File: src/rtl/move_link_ctrl.sv
// move_link_ctrl: link layer for the board-to-board move exchange.
// Shares one tx instance between outgoing moves and acknowledgements and
// adds ACK/timeout/retry, duplicate filtering and a sticky link error flag.
module move_link_ctrl #(
  parameter int CLK_HZ      = 65_000_000,
  parameter int ACK_TIMEOUT = CLK_HZ / 10,
  parameter int MAX_RETRY   = 3,
  parameter int PKT_LEN     = 8,
  parameter logic [PKT_LEN-1:0] ACK_CODE = 8'hAA
) (
  input  logic                               clk_in,
  input  logic                               rst_in,
  input  logic [PKT_LEN-1:0]                 move_in,
  input  logic                               move_valid,
  input  logic                               my_turn,
  input  logic [PKT_LEN-1:0]                 rx_data,
  input  logic                               rx_ready,
  input  logic                               tx_busy,
  output logic                               tx_trigger,
  output logic [PKT_LEN-1:0]                 tx_data,
  output logic [PKT_LEN-1:0]                 move_rx_out,
  output logic                               move_rx_valid,
  output logic                               link_busy,
  output logic                               link_err,
  output logic [$clog2(MAX_RETRY+1)-1:0]     retry_cnt
);

  localparam int RW = $clog2(MAX_RETRY + 1);
  localparam int CW = $clog2(ACK_TIMEOUT + 1);

  localparam logic [RW-1:0] RETRY_MAX = RW'(MAX_RETRY);
  localparam logic [CW-1:0] TOUT_LAST = CW'(ACK_TIMEOUT - 1);

  localparam logic [2:0] IDLE     = 3'd0;
  localparam logic [2:0] TX_MOVE  = 3'd1;
  localparam logic [2:0] WAIT_ACK = 3'd2;
  localparam logic [2:0] TX_ACK   = 3'd3;
  localparam logic [2:0] ERROR    = 3'd4;

  // Phases of the shared transmit handshake
  localparam logic [1:0] PH_WAIT = 2'd0;  // waiting for tx to go idle
  localparam logic [1:0] PH_RISE = 2'd1;  // trigger issued, waiting for tx_busy
  localparam logic [1:0] PH_FALL = 2'd2;  // byte shifting, waiting for tx_busy to drop

  logic [2:0]         state_reg, state_next;
  logic [2:0]         ret_state_reg, ret_state_next;
  logic [1:0]         phase_reg, phase_next;
  logic [PKT_LEN-1:0] move_reg, move_next;
  logic               ack_pending_reg, ack_pending_next;
  logic [CW-1:0]      tout_reg, tout_next;
  logic [RW-1:0]      retry_reg, retry_next;
  logic               trigger_reg, trigger_next;
  logic [PKT_LEN-1:0] tx_data_reg, tx_data_next;
  logic [PKT_LEN-1:0] rx_out_reg, rx_out_next;
  logic               rx_valid_reg, rx_valid_next;
  logic               busy_reg, busy_next;
  logic               err_reg, err_next;

  logic rx_ack;
  logic rx_move;
  logic fire;
  logic fire_ack;
  logic start_ack;

  assign rx_ack  = rx_ready && (rx_data == ACK_CODE);
  assign rx_move = rx_ready && (rx_data != ACK_CODE);

  // Next-state logic: FSM, transmit handshake, receive path and counters
  always_comb begin
    state_next       = state_reg;
    ret_state_next   = ret_state_reg;
    phase_next       = phase_reg;
    move_next        = move_reg;
    ack_pending_next = ack_pending_reg;
    tout_next        = tout_reg;
    retry_next       = retry_reg;
    trigger_next     = 1'b0;
    tx_data_next     = tx_data_reg;
    rx_out_next      = rx_out_reg;
    rx_valid_next    = 1'b0;
    busy_next        = busy_reg;
    err_next         = err_reg;
    fire             = 1'b0;
    fire_ack         = 1'b0;
    start_ack        = 1'b0;

    // Every non-ACK byte must be acknowledged; it is delivered only when the
    // remote side owns the turn, otherwise it is a resend whose ACK was lost.
    if (rx_move) begin
      ack_pending_next = 1'b1;
      if (!my_turn) begin
        rx_out_next   = rx_data;
        rx_valid_next = 1'b1;
      end
    end

    case (state_reg)
      IDLE: begin
        // A pending ACK owns the cycle; a move offered alongside it is dropped.
        if (ack_pending_reg) begin
          if (!tx_busy) begin
            start_ack = 1'b1;
          end
        end else if (move_valid) begin
          move_next  = move_in;
          busy_next  = 1'b1;
          retry_next = '0;
          state_next = TX_MOVE;
          phase_next = PH_WAIT;
        end
      end

      TX_MOVE, TX_ACK: begin
        case (phase_reg)
          PH_WAIT: begin
            if (!tx_busy) begin
              fire     = 1'b1;
              fire_ack = (state_reg == TX_ACK);
            end
          end
          PH_RISE: begin
            if (tx_busy) begin
              phase_next = PH_FALL;
            end
          end
          default: begin
            if (!tx_busy) begin
              phase_next = PH_WAIT;
              if (state_reg == TX_MOVE) begin
                state_next = WAIT_ACK;
                tout_next  = '0;
              end else begin
                state_next = ret_state_reg;
              end
            end
          end
        endcase
      end

      WAIT_ACK: begin
        if (rx_ack) begin
          // ACK beats a coincident terminal count
          state_next = IDLE;
          busy_next  = 1'b0;
        end else if (tout_reg == TOUT_LAST) begin
          if (retry_reg < RETRY_MAX) begin
            retry_next = retry_reg + RW'(1);
            state_next = TX_MOVE;
            phase_next = PH_WAIT;
            // Resend straight away when tx is free so the retransmit lands
            // one cycle after the terminal count.
            if (!tx_busy) begin
              fire = 1'b1;
            end
          end else begin
            state_next = ERROR;
            busy_next  = 1'b0;
            err_next   = 1'b1;
          end
        end else begin
          // Counter only advances in WAIT_ACK, so it is frozen during TX_ACK
          tout_next = tout_reg + CW'(1);
          if (ack_pending_reg && !tx_busy) begin
            start_ack = 1'b1;
          end
        end
      end

      ERROR: begin
        if (ack_pending_reg && !tx_busy) begin
          start_ack = 1'b1;
        end
      end

      default: begin
        state_next = IDLE;
      end
    endcase

    if (start_ack) begin
      state_next     = TX_ACK;
      ret_state_next = state_reg;
      fire           = 1'b1;
      fire_ack       = 1'b1;
    end

    // Trigger and byte change together; the byte then holds until next trigger
    if (fire) begin
      trigger_next = 1'b1;
      tx_data_next = fire_ack ? ACK_CODE : move_reg;
      phase_next   = PH_RISE;
    end

    // The flag drops once the ACK is committed to tx; a byte arriving in the
    // same cycle or later re-arms it so it gets its own acknowledgement.
    if (fire_ack) begin
      ack_pending_next = rx_move;
    end
  end

  // State and output registers with asynchronous reset
  always_ff @(posedge clk_in or posedge rst_in) begin
    if (rst_in) begin
      state_reg       <= IDLE;
      ret_state_reg   <= IDLE;
      phase_reg       <= PH_WAIT;
      move_reg        <= '0;
      ack_pending_reg <= 1'b0;
      tout_reg        <= '0;
      retry_reg       <= '0;
      trigger_reg     <= 1'b0;
      tx_data_reg     <= '0;
      rx_out_reg      <= '0;
      rx_valid_reg    <= 1'b0;
      busy_reg        <= 1'b0;
      err_reg         <= 1'b0;
    end else begin
      state_reg       <= state_next;
      ret_state_reg   <= ret_state_next;
      phase_reg       <= phase_next;
      move_reg        <= move_next;
      ack_pending_reg <= ack_pending_next;
      tout_reg        <= tout_next;
      retry_reg       <= retry_next;
      trigger_reg     <= trigger_next;
      tx_data_reg     <= tx_data_next;
      rx_out_reg      <= rx_out_next;
      rx_valid_reg    <= rx_valid_next;
      busy_reg        <= busy_next;
      err_reg         <= err_next;
    end
  end

  assign tx_trigger    = trigger_reg;
  assign tx_data       = tx_data_reg;
  assign move_rx_out   = rx_out_reg;
  assign move_rx_valid = rx_valid_reg;
  assign link_busy     = busy_reg;
  assign link_err      = err_reg;
  assign retry_cnt     = retry_reg;

endmodule
File: config.mk
export PLATFORM = sky130hd
export DESIGN_NAME = move_link_ctrl
export DESIGN_NICKNAME = d
export VERILOG_FILES = /design/src/rtl/move_link_ctrl.sv
export SDC_FILE = /design/constraint.sdc
export NUM_CORES = 1
export LEC_CHECK = 0
export CAP_MARGIN = 30
export CORE_ASPECT_RATIO = 0.8
export CORE_UTILIZATION = 55
export DETAILED_ROUTE_END_ITERATION = 16
export GPL_TIMING_DRIVEN = 0
export PLACE_DENSITY = 0.79
export RECOVER_POWER = 50
export SETUP_SLACK_MARGIN = 0.15
export SLEW_MARGIN = 25
export SYNTH_ARGS = -nofsm -noshare
export SYNTH_HDL_FRONTEND = slang
export SYNTH_SLANG_ARGS = --single-unit
File: constraint.sdc
create_clock -name clk_in -period 3.4 [get_ports clk_in]
set_input_delay 0.34 -clock clk_in [delete_from_list [all_inputs] [get_ports clk_in]]
set_output_delay 0.34 -clock clk_in [all_outputs]
set_load 0.05 [all_outputs]
==> flow_summary.json, run 1 <==
{
  "ys_seq_area_frac": 0.480,
  "post-route-drc-count": 0,
  "pwr-share-comb": 0.346,
  "insertedDiodeCount": 0,
  "hpwl_um": 5260,
  "overflow": 0,
  "ys_async_sr_fraction": 1.00,
  "drtAntennaViolNets": 0,
  "cp.arrival_ns": 3.07,
  "synth_cell_type_count": 54,
  "worstSetupEndpointType": "flop",
  "setup.worst_path.start_class": "flop",
  "root_buffer": "clkbuf_8",
  "synthesis.nets": 341,
  "finalSetupTns_ns": 0,
  "yosysTopAreaCell": "dfrtp_1",
  "switching_power_uw": 983,
  "fin_crit_sh": 0.825,
  "grt_max_degree": 33,
  "ios": 44,
  "largest_reg_flops": 23,
  "synth_area_leaders": "dfrtp_1 48%, mux2_2 5.9%, o211ai_1 4.0%",
  "clock_skew_ns": 0.00695,
  "min_path_type": "flop to flop",
  "place_ws_ns": 0.677,
  "synth_top_area_frac": 0.480,
  "hold_buffers": 0,
  "layout.nets": 396,
  "routabilityCongestion": 0.847,
  "p_sw_frac": 0.362,
  "clock_sinks": 62,
  "die_h_um": 70.5,
  "p_clk_frac": 0.281,
  "wl_per_cell_um": 16.8,
  "detailroute.via_count": 2809,
  "globalRouteMet3Util": 0.0828,
  "synth_edf_count": 0,
  "internal_power_uw": 1730,
  "post_cts_buffers": 0,
  "drv_slew": 0,
  "power.density_nw_per_um2": 676,
  "synth_area_per_cell_um2": 10.2,
  "vdd_drop_max_mv": 0.456,
  "routed_wl_um": 7640,
  "grt_pass1_wl_um": 12700,
  "power_uw": 2710,
  "die_w_um": 87.7,
  "ys_warn_count": 0,
  "grt_use_met1": 0.418,
  "firstDrtPassIters": 5,
  "max_freq_mhz": 356,
  "criticalPathCategory": "flop to flop",
  "rsz0062_at_grt": "no",
  "placementRows": 24,
  "layout_setup_ws_ns": 0.594,
  "start_util": 0.581,
  "ys_ff_latch": 62,
  "cts.repair.resized": 0,
  "syn2layout_area_growth_pct": 24.3,
  "clk_latency_ns": 0.34,
  "avgViaCountPerCell": 6.17,
  "numCtsBuffers": 9,
  "busiest_layer": "met1",
  "cts_htree_levels": 3,
  "synth-main-ff-cell": "dfrtp_1",
  "setup_viol": 0,
  "cts_tree": "done",
  "status": "finished clean",
  "clk_pin_slew_ns": 0.07,
  "grt_usage": 0.271,
  "p_leak_uw": 0.00168,
  "max-cap-violations": 0,
  "hold_viol_final": 0,
  "first_global_vias": 2527,
  "n_fill_cell": 393,
  "max-slew-margin-rel": 0.0239,
  "seq_power_share": 0.373,
  "tightest_slew_ns": 1.46,
  "drt_iter0_drc": 336,
  "synthesis.area_um2": 3230,
  "critPathMaxFanout": 10,
  "finalCriticalPeriod_ns": 2.81,
  "portBuffers": 43,
  "worstPathRequired_ns": 3.66,
  "core_um2": 5560,
  "postSynthCellCount": 317,
  "clock_path_buffers": 2,
  "dieArea_um2": 6180,
  "grt_antenna_before_repair": 0,
  "post_route_cells_drive_above_1_share": 0.141,
  "use_met2": 0.372
}
-- kinds of logic (layout without fill, tap and decap cells) --
family	count (synthesis)	count (layout)	synth area share
flip-flops	62	62	0.480
AO/OA/AOI/OAI	79	79	0.173
buffers and inverters	22	82	0.0360
AND/OR/NAND/NOR	130	130	0.228
multiplexers	22	22	0.0748
adder cells (fa/ha/maj)	2	2	0.00775
-- per-stage QoR --
step	cell area, µm²	instances	util	hold WS [ns]
detailed placement	3780	439	0.680	0.470
CTS	4010	455	0.723	0.358
floorplan	3230	317	-	0.454
global placement	3760	438	0.676	0.469
global route	4010	455	0.722	0.516
finish	4010	455	0.722	0.489
-- placed cells by master, fill, tap and decap left out, types with 5 or more instances in the layout --
cell type and instances:
dfrtp_1 62, nand2_1 32, clkdlybuf4s50_1 31, nand3_1 19
o211ai_1 17, a21oi_1 17, mux2_2 17, or4_1 14
clkbuf_8 12, dlygate4sd3_1 12, clkbuf_1 11, nor3_1 10
nor2_1 9, nand4_1 8, nand2b_1 7, o21ai_0 7
o21ai_1 6, o31ai_1 6, a31oi_1 5, mux2i_1 5
-- per-layer routing --
metal | part of all wire | wire (µm) | up-vias
li1 | - | - | 1315
met1 | 0.48 | 3680 | 1374
met2 | 0.43 | 3310 | 109
met3 | 0.074 | 568 | 11
met4 | 0.011 | 81 | 0
met5 | 0 | 0 | -
-- final timing paths --
| kind | from | end | slack (ns) | depth (start not counted) |
|---|---|---|---|---|
| worst max-delay path | tout_reg[0]$_DFFE_PP0P_ | state_reg[2]$_DFFE_PP0P_ | 0.59 | 9 |
| worst min-delay path | link_busy$_DFFE_PP0P_ | link_busy$_DFFE_PP0P_ | 0.49 | 1 |
| worst max register to register | tout_reg[0]$_DFFE_PP0P_ | state_reg[2]$_DFFE_PP0P_ | 0.59 | 9 |
| worst min register to register | link_busy$_DFFE_PP0P_ | link_busy$_DFFE_PP0P_ | 0.49 | 1 |
| max in group asynchronous | rst_in | tout_reg[21]$_DFFE_PP0P_ | 1.87 | 3 |
| min in group asynchronous | rst_in | move_rx_out[5]$_DFFE_PP0P_ | 0.79 | 2 |
-- layout make-up --
type / instances / area [µm²] / share of cell area
Clock buffer: 13 / 169 / 0.0421
Tap cell: 78 / 97.6 / 0.0243
Inverter: 4 / 16.3 / 0.00405
Buffer: 18 / 101 / 0.0253
Timing Repair Buffer: 44 / 450 / 0.112
Sequential cell: 62 / 1550 / 0.387
Clock inverter: 3 / 65.1 / 0.0162
Multi-Input combinational cell: 233 / 1560 / 0.389
-- worst max-delay path, stage by stage (launching register included) --
cell,delay (ns)
dfrtp_1,0.45
ha_1,0.27
and4_1,0.21
clkbuf_1,0.27
nand4_1,0.42
o21ai_4,0.43
buf_6,0.20
buf_6,0.15
a41oi_1,0.15
a211oi_2,0.18
-- power groups by stage --
stage,logic [µW],registers (µW),clock network [µW]
after floorplan,466,1210,0
after global placement,926,1010,0
after detailed placement,941,1020,0
after CTS,948,1010,775
after global routing,1020,1030,801
final,939,1010,763
-- synthesized netlist by cell type (3+ instances only) --
cell      count
a21boi_2      4
nor4_1        3
o211ai_1     17
mux2i_1       5
nor3_1       10
clkbuf_1     10
and3_1        4
o21ai_1       6
nand2_1      32
a21oi_1      17
or4_1        14
buf_2         3
nand2b_1      7
nor2_1        9
dfrtp_1      62
o31ai_1       6
or3_1         4
nand3_1      19
mux2_2       17
buf_6         4
o21ai_0       7
and2_1        4
a31oi_1       5
nand4_1       8
inv_1         4
(Power assumes the default switching activity.)
==> inputs of run 2 (changes only) <==
==> constraint.sdc (replaced) <==
create_clock -name clk_in -period 2.6 [get_ports clk_in]
set_input_delay 0.26 -clock clk_in [delete_from_list [all_inputs] [get_ports clk_in]]
set_output_delay 0.26 -clock clk_in [all_outputs]
set_load 0.05 [all_outputs]
==> run 2 against run 1 <==
Compared with the run above: cell count rose by 2.6%; power rose by 33%; register-to-register slack got worse by 0.47 ns; largest power group unchanged; core utilization rose by 2.3 points.
==> flow_summary.json, run 2 (synthesized netlist as in run 1, its figures left out) <==
{
  "routed_wl_um": 8200,
  "worstSetupEndpointType": "flop",
  "r2r_end": "tx_data[7]$_DFFE_PP0P_",
  "critPathLaunch": "tout_reg[18]$_DFFE_PP0P_",
  "critPathMaxFanout": 10,
  "clock_path_buffers": 2,
  "reg2reg_depth": 7,
  "vdd_drop_max_mv": 0.591,
  "dieArea_um2": 6180,
  "cp.arrival_ns": 2.69,
  "fin_cells": 467,
  "hold_buffers": 0,
  "power.density_nw_per_um2": 869,
  "hpwl_um": 5260,
  "wl_per_cell_um": 17.6,
  "fin_crit_sh": 0.953,
  "clock_skew_ns": 0.00879,
  "start_util": 0.581,
  "detailroute.via_count": 2931,
  "first_global_vias": 2608,
  "worstPathRequired_ns": 2.82,
  "root_buffer": "clkbuf_8",
  "clk_latency_ns": 0.35,
  "largest_reg_flops": 23,
  "cts_htree_levels": 3,
  "grt_antenna_before_repair": 0,
  "clock_sinks": 62,
  "drv_slew": 0,
  "mostFrequentLayoutCells": "62 x dfrtp_1, 32 x nand2_1, 31 x clkdlybuf4s50_1",
  "grt_max_degree": 33,
  "r2r_start": "tout_reg[18]$_DFFE_PP0P_",
  "setup.worst_path.start_class": "flop",
  "drtAntennaViolNets": 0,
  "avgViaCountPerCell": 6.28,
  "final_common_cell": "dfrtp_1",
  "tightest_slew_ns": 1.39,
  "p_leak_uw": 0.00175,
  "ios": 44,
  "post-route-drc-count": 0,
  "rsz0062_at_grt": "yes",
  "r2r_slack_ns": 0.12,
  "clk_pin_slew_ns": 0.07,
  "post_route_cells_drive_above_1_share": 0.193,
  "grt_usage": 0.279,
  "criticalPathCategory": "flop to flop",
  "placementRows": 24,
  "routabilityCongestion": 0.847,
  "finalCriticalPeriod_ns": 2.48,
  "max_freq_mhz": 404,
  "portBuffers": 43,
  "hold_viol_final": 0,
  "max-slew-margin-rel": 0.0665,
  "firstDrtPassIters": 6,
  "die_h_um": 70.5,
  "status": "finished clean",
  "syn2layout_area_growth_pct": 28.2,
  "endpoint": "tx_data[7]$_DFFE_PP0P_",
  "numCtsBuffers": 9,
  "layout.nets": 408,
  "insertedDiodeCount": 0,
  "core_um2": 5560,
  "power_uw": 3600,
  "layout_setup_ws_ns": 0.123,
  "cts_tree": "done",
  "dp_cells": 439,
  "grt_pass1_wl_um": 13000,
  "max-cap-violations": 0,
  "place_ws_ns": -0.123,
  "setup_viol": 0,
  "die_w_um": 87.7,
  "min_path_type": "flop to flop",
  "drt_iter0_drc": 335,
  "overflow": 0
}
run 2: where the power goes:
part | leakage [µW] | switching, µW | internal [µW]
registers | 0.000798 | 155 | 1170
clock network | 0.000120 | 385 | 618
logic | 0.000834 | 782 | 488
total | 0.00175 | 1320 | 2280
run 2: metal layers:
metal / global-route usage / vias to the layer above / part of all wire / routed length [µm]
li1: - / 1339 / - / -
met1: 0.424 / 1415 / 0.46 / 3750
met2: 0.391 / 160 / 0.44 / 3580
met3: 0.0817 / 17 / 0.093 / 759
met4: 0.0692 / 0 / 0.013 / 110
met5: 0 / - / 0 / 0
run 2: how the worst min path moves through the flow:
stage | from | end | slack, ns | depth (start not counted)
after global routing | ret_state_reg[0]$_DFFE_PP0P_ | ret_state_reg[0]$_DFFE_PP0P_ | 0.52 | 1
after floorplan | rx_ready | ack_pending_reg$_DFFE_PP0P_ | 0.39 | 2
after CTS | rst_in | move_rx_out[5]$_DFFE_PP0P_ | 0.28 | 2
after global placement | link_err$_DFFE_PP0P_ | link_err$_DFFE_PP0P_ | 0.47 | 1
final | link_busy$_DFFE_PP0P_ | link_busy$_DFFE_PP0P_ | 0.49 | 1
after detailed placement | link_err$_DFFE_PP0P_ | link_err$_DFFE_PP0P_ | 0.47 | 1
run 2: repair_timing:
item                                    in CTS  in global routing
setup buffers                                8                  4
gates resized for setup                      8                  8
pin swaps                                    2                  2
hold endpoints to repair                     0                  0
endpoints found under the setup margin      41                 38
run 2: layout make-up:
class                           count  area, µm²
Timing Repair Buffer               56        526
Tap cell                           78       97.6
Buffer                             18        113
Fill cell                         375       1410
Clock buffer                       13        169
Multi-Input combinational cell    233       1600
Sequential cell                    62       1550
Inverter                            4       16.3
Clock inverter                      3       65.1
run 2: stage by stage:
step	instance area, µm²	setup TNS (ns)	hold slack [ns]	util
2_1_floorplan	3230	0	0.395	-
3_3_place_gp	3760	-20.26	0.469	0.676
3_5_place_dp	3780	-0.826	0.470	0.680
4_1_cts	4100	0	0.278	0.739
5_1_grt	4140	0	0.516	0.745
6_report	4140	0	0.490	0.745
run 2: worst max-delay path, cell delays in order, from the launching register on:
cell      delay, ns
dfrtp_1        0.43
or4_1          0.48
or4_4          0.43
buf_6          0.15
or4_4          0.49
buf_8          0.16
a21boi_2       0.13
o21ai_1        0.07
==> inputs of run 3 (changes only) <==
--- a/config.mk
+++ b/config.mk
@@ -10,10 +10,10 @@
 export CORE_UTILIZATION = 55
 export DETAILED_ROUTE_END_ITERATION = 16
 export GPL_TIMING_DRIVEN = 0
-export PLACE_DENSITY = 0.79
+export PLACE_DENSITY = 0.81
 export RECOVER_POWER = 50
 export SETUP_SLACK_MARGIN = 0.15
-export SLEW_MARGIN = 25
+export SLEW_MARGIN = 0
 export SYNTH_ARGS = -nofsm -noshare
 export SYNTH_HDL_FRONTEND = slang
 export SYNTH_SLANG_ARGS = --single-unit
==> run 3 against run 2 <==
Compared with the run above: sequential share of layout area is 1.2 points higher; maximum frequency is 0.23% higher; register-to-register slack about the same; critical path depth unchanged; design area is 3.0% lower; via count down 3.8%; wire length is 6.3% lower; power is 7.9% lower; sequential cell count unchanged; first-iteration DRC count fell by 38%; critical endpoint is now tx_data[3]$_DFFE_PP0P_.
==> flow_summary.json, run 3 (synthesized netlist as in run 1, its figures left out) <==
{
  "switching_power_uw": 1260,
  "numCtsBuffers": 9,
  "max-slew-margin-rel": 0.362,
  "final_util": 0.723,
  "clock_sinks": 62,
  "hpwl_um": 5360,
  "post_route_cells_drive_above_1_share": 0.170,
  "finalCriticalPeriod_ns": 2.47,
  "min_path_type": "flop to flop",
  "portBuffers": 43,
  "seq_power_share": 0.399,
  "routed-wl-met2_um": 3390,
  "placementRows": 24,
  "die_h_um": 70.5,
  "clock_path_buffers": 2,
  "mostFrequentLayoutCells": "61 x dfrtp_1, 32 x nand2_1, 31 x clkdlybuf4s50_1",
  "first_global_vias": 2640,
  "vdd_drop_max_mv": 0.448,
  "internal_power_uw": 2050,
  "setup_viol": 0,
  "n_fill_cell": 404,
  "ios": 44,
  "syn2layout_area_growth_pct": 24.4,
  "drt_iter0_drc": 207,
  "root_buffer": "clkbuf_8",
  "tightest_slew_ns": 0.956,
  "status": "finished clean",
  "drv_slew": 0,
  "die_w_um": 87.7,
  "fin_crit_sh": 0.950,
  "hold_viol_final": 0,
  "firstDrtPassIters": 5,
  "grt_pass1_wl_um": 12700,
  "setup.worst_path.start_class": "flop",
  "start_util": 0.581,
  "core_um2": 5560,
  "insertedDiodeCount": 0,
  "ff_latch_area_um2": 1550,
  "clock_skew_ns": 0.00830,
  "critPathMaxFanout": 10,
  "overflow": 0,
  "cts_htree_levels": 3,
  "rsz0062_at_grt": "yes",
  "route.met3.wl_um": 442,
  "avgViaCountPerCell": 6.13,
  "cp.arrival_ns": 2.68,
  "post-route-drc-count": 0,
  "grt_usage": 0.272,
  "detailroute.via_count": 2819,
  "p_clk_frac": 0.224,
  "p_leak_uw": 0.00170,
  "worstSetupEndpointType": "flop",
  "largest_reg_flops": 23,
  "top_layer": "met4",
  "cts_tree": "done",
  "worstPathRequired_ns": 2.80,
  "multiInputGateArea_um2": 1600,
  "drtAntennaViolNets": 0,
  "power_uw": 3310,
  "final_common_cell": "dfrtp_1",
  "grt_antenna_before_repair": 0,
  "max-cap-violations": 0,
  "hold_buffers": 0,
  "clk_pin_slew_ns": 0.06,
  "pwr-share-comb": 0.377,
  "max_freq_mhz": 405,
  "criticalPathCategory": "flop to flop",
  "dieArea_um2": 6180,
  "routabilityCongestion": 0.894,
  "drt-met1-wl_um": 3730,
  "clk_latency_ns": 0.34,
  "wl_per_cell_um": 16.7,
  "routed_wl_um": 7680,
  "grt_max_degree": 40,
  "p_sw_frac": 0.381,
  "power.density_nw_per_um2": 825,
  "layout.nets": 402
}
run 3: layout make-up:
type / count / area share
flip-flops and latches: 62 / 0.386
inverters: 4 / 0.00374
clock buffers: 14 / 0.0405
plain buffers: 18 / 0.0268
multi-input cells: 233 / 0.397
repair buffers: 50 / 0.120
well taps: 78 / 0.0243
clock inverters: 1 / 0.00125
run 3: power by group through the flow:
stage          sequential (µW)  clock [µW]  combinational (µW)
2_1_floorplan             1580           0                 609
3_3_place_gp              1330           0                1210
3_5_place_dp              1330           0                1230
4_1_cts                   1320         751                1260
5_1_grt                   1350         800                1350
6_report                  1320         743                1250
run 3: worst max-delay path, stage by stage (launching register included):
cell and delay, ns:
dfrtp_1 0.38, or4_1 0.54, or4_4 0.43, buf_6 0.16, or4_4 0.47, buf_6 0.16, a21boi_2 0.13, o21ai_1 0.07
run 3: through the flow:
| stage | hold slack, ns | cell area, µm² | TNS, ns | instances | setup WS [ns] |
|---|---|---|---|---|---|
| 6_report | 0.494 | 4020 | 0 | 460 | 0.129 |
| 5_1_grt | 0.506 | 4020 | 0 | 460 | 0.0396 |
| 4_1_cts | 0.290 | 3990 | 0 | 458 | 0.129 |
| 3_5_place_dp | 0.466 | 3780 | -0.611 | 439 | -0.117 |
| 3_3_place_gp | 0.472 | 3760 | -18.44 | 438 | -0.298 |
| 2_1_floorplan | 0.395 | 3230 | 0 | 317 | 0.223 |
run 3: repair_timing:
action	4_1_cts	5_1_grt
hold endpoints to repair	0	0
cloned	0	0
setup endpoints to repair	42	39
pin swaps	2	0
resized for setup	5	9
setup buffers	4	2
run 3: per-layer routing:
layer,vias up,GRT usage
met4,0,0.0929
met5,-,0
li1,1327,-
met1,1366,0.390
met3,15,0.0805
met2,111,0.397
run 3: final timing paths:
check                      cells past startpoint                    endpoint  slack, ns                    start
min in group asynchronous                      2  move_rx_out[6]$_DFFE_PP0P_       0.55                   rst_in
hold reg to reg                                1       link_busy$_DFFE_PP0P_       0.49    link_busy$_DFFE_PP0P_
setup / recovery                               7      tx_data[3]$_DFFE_PP0P_       0.13  tout_reg[8]$_DFFE_PP0P_
hold / removal                                 1       link_busy$_DFFE_PP0P_       0.49    link_busy$_DFFE_PP0P_
max in group asynchronous                      3     tout_reg[0]$_DFFE_PP0P_       0.55                   rst_in
setup reg to reg                               7      tx_data[3]$_DFFE_PP0P_       0.13  tout_reg[8]$_DFFE_PP0P_
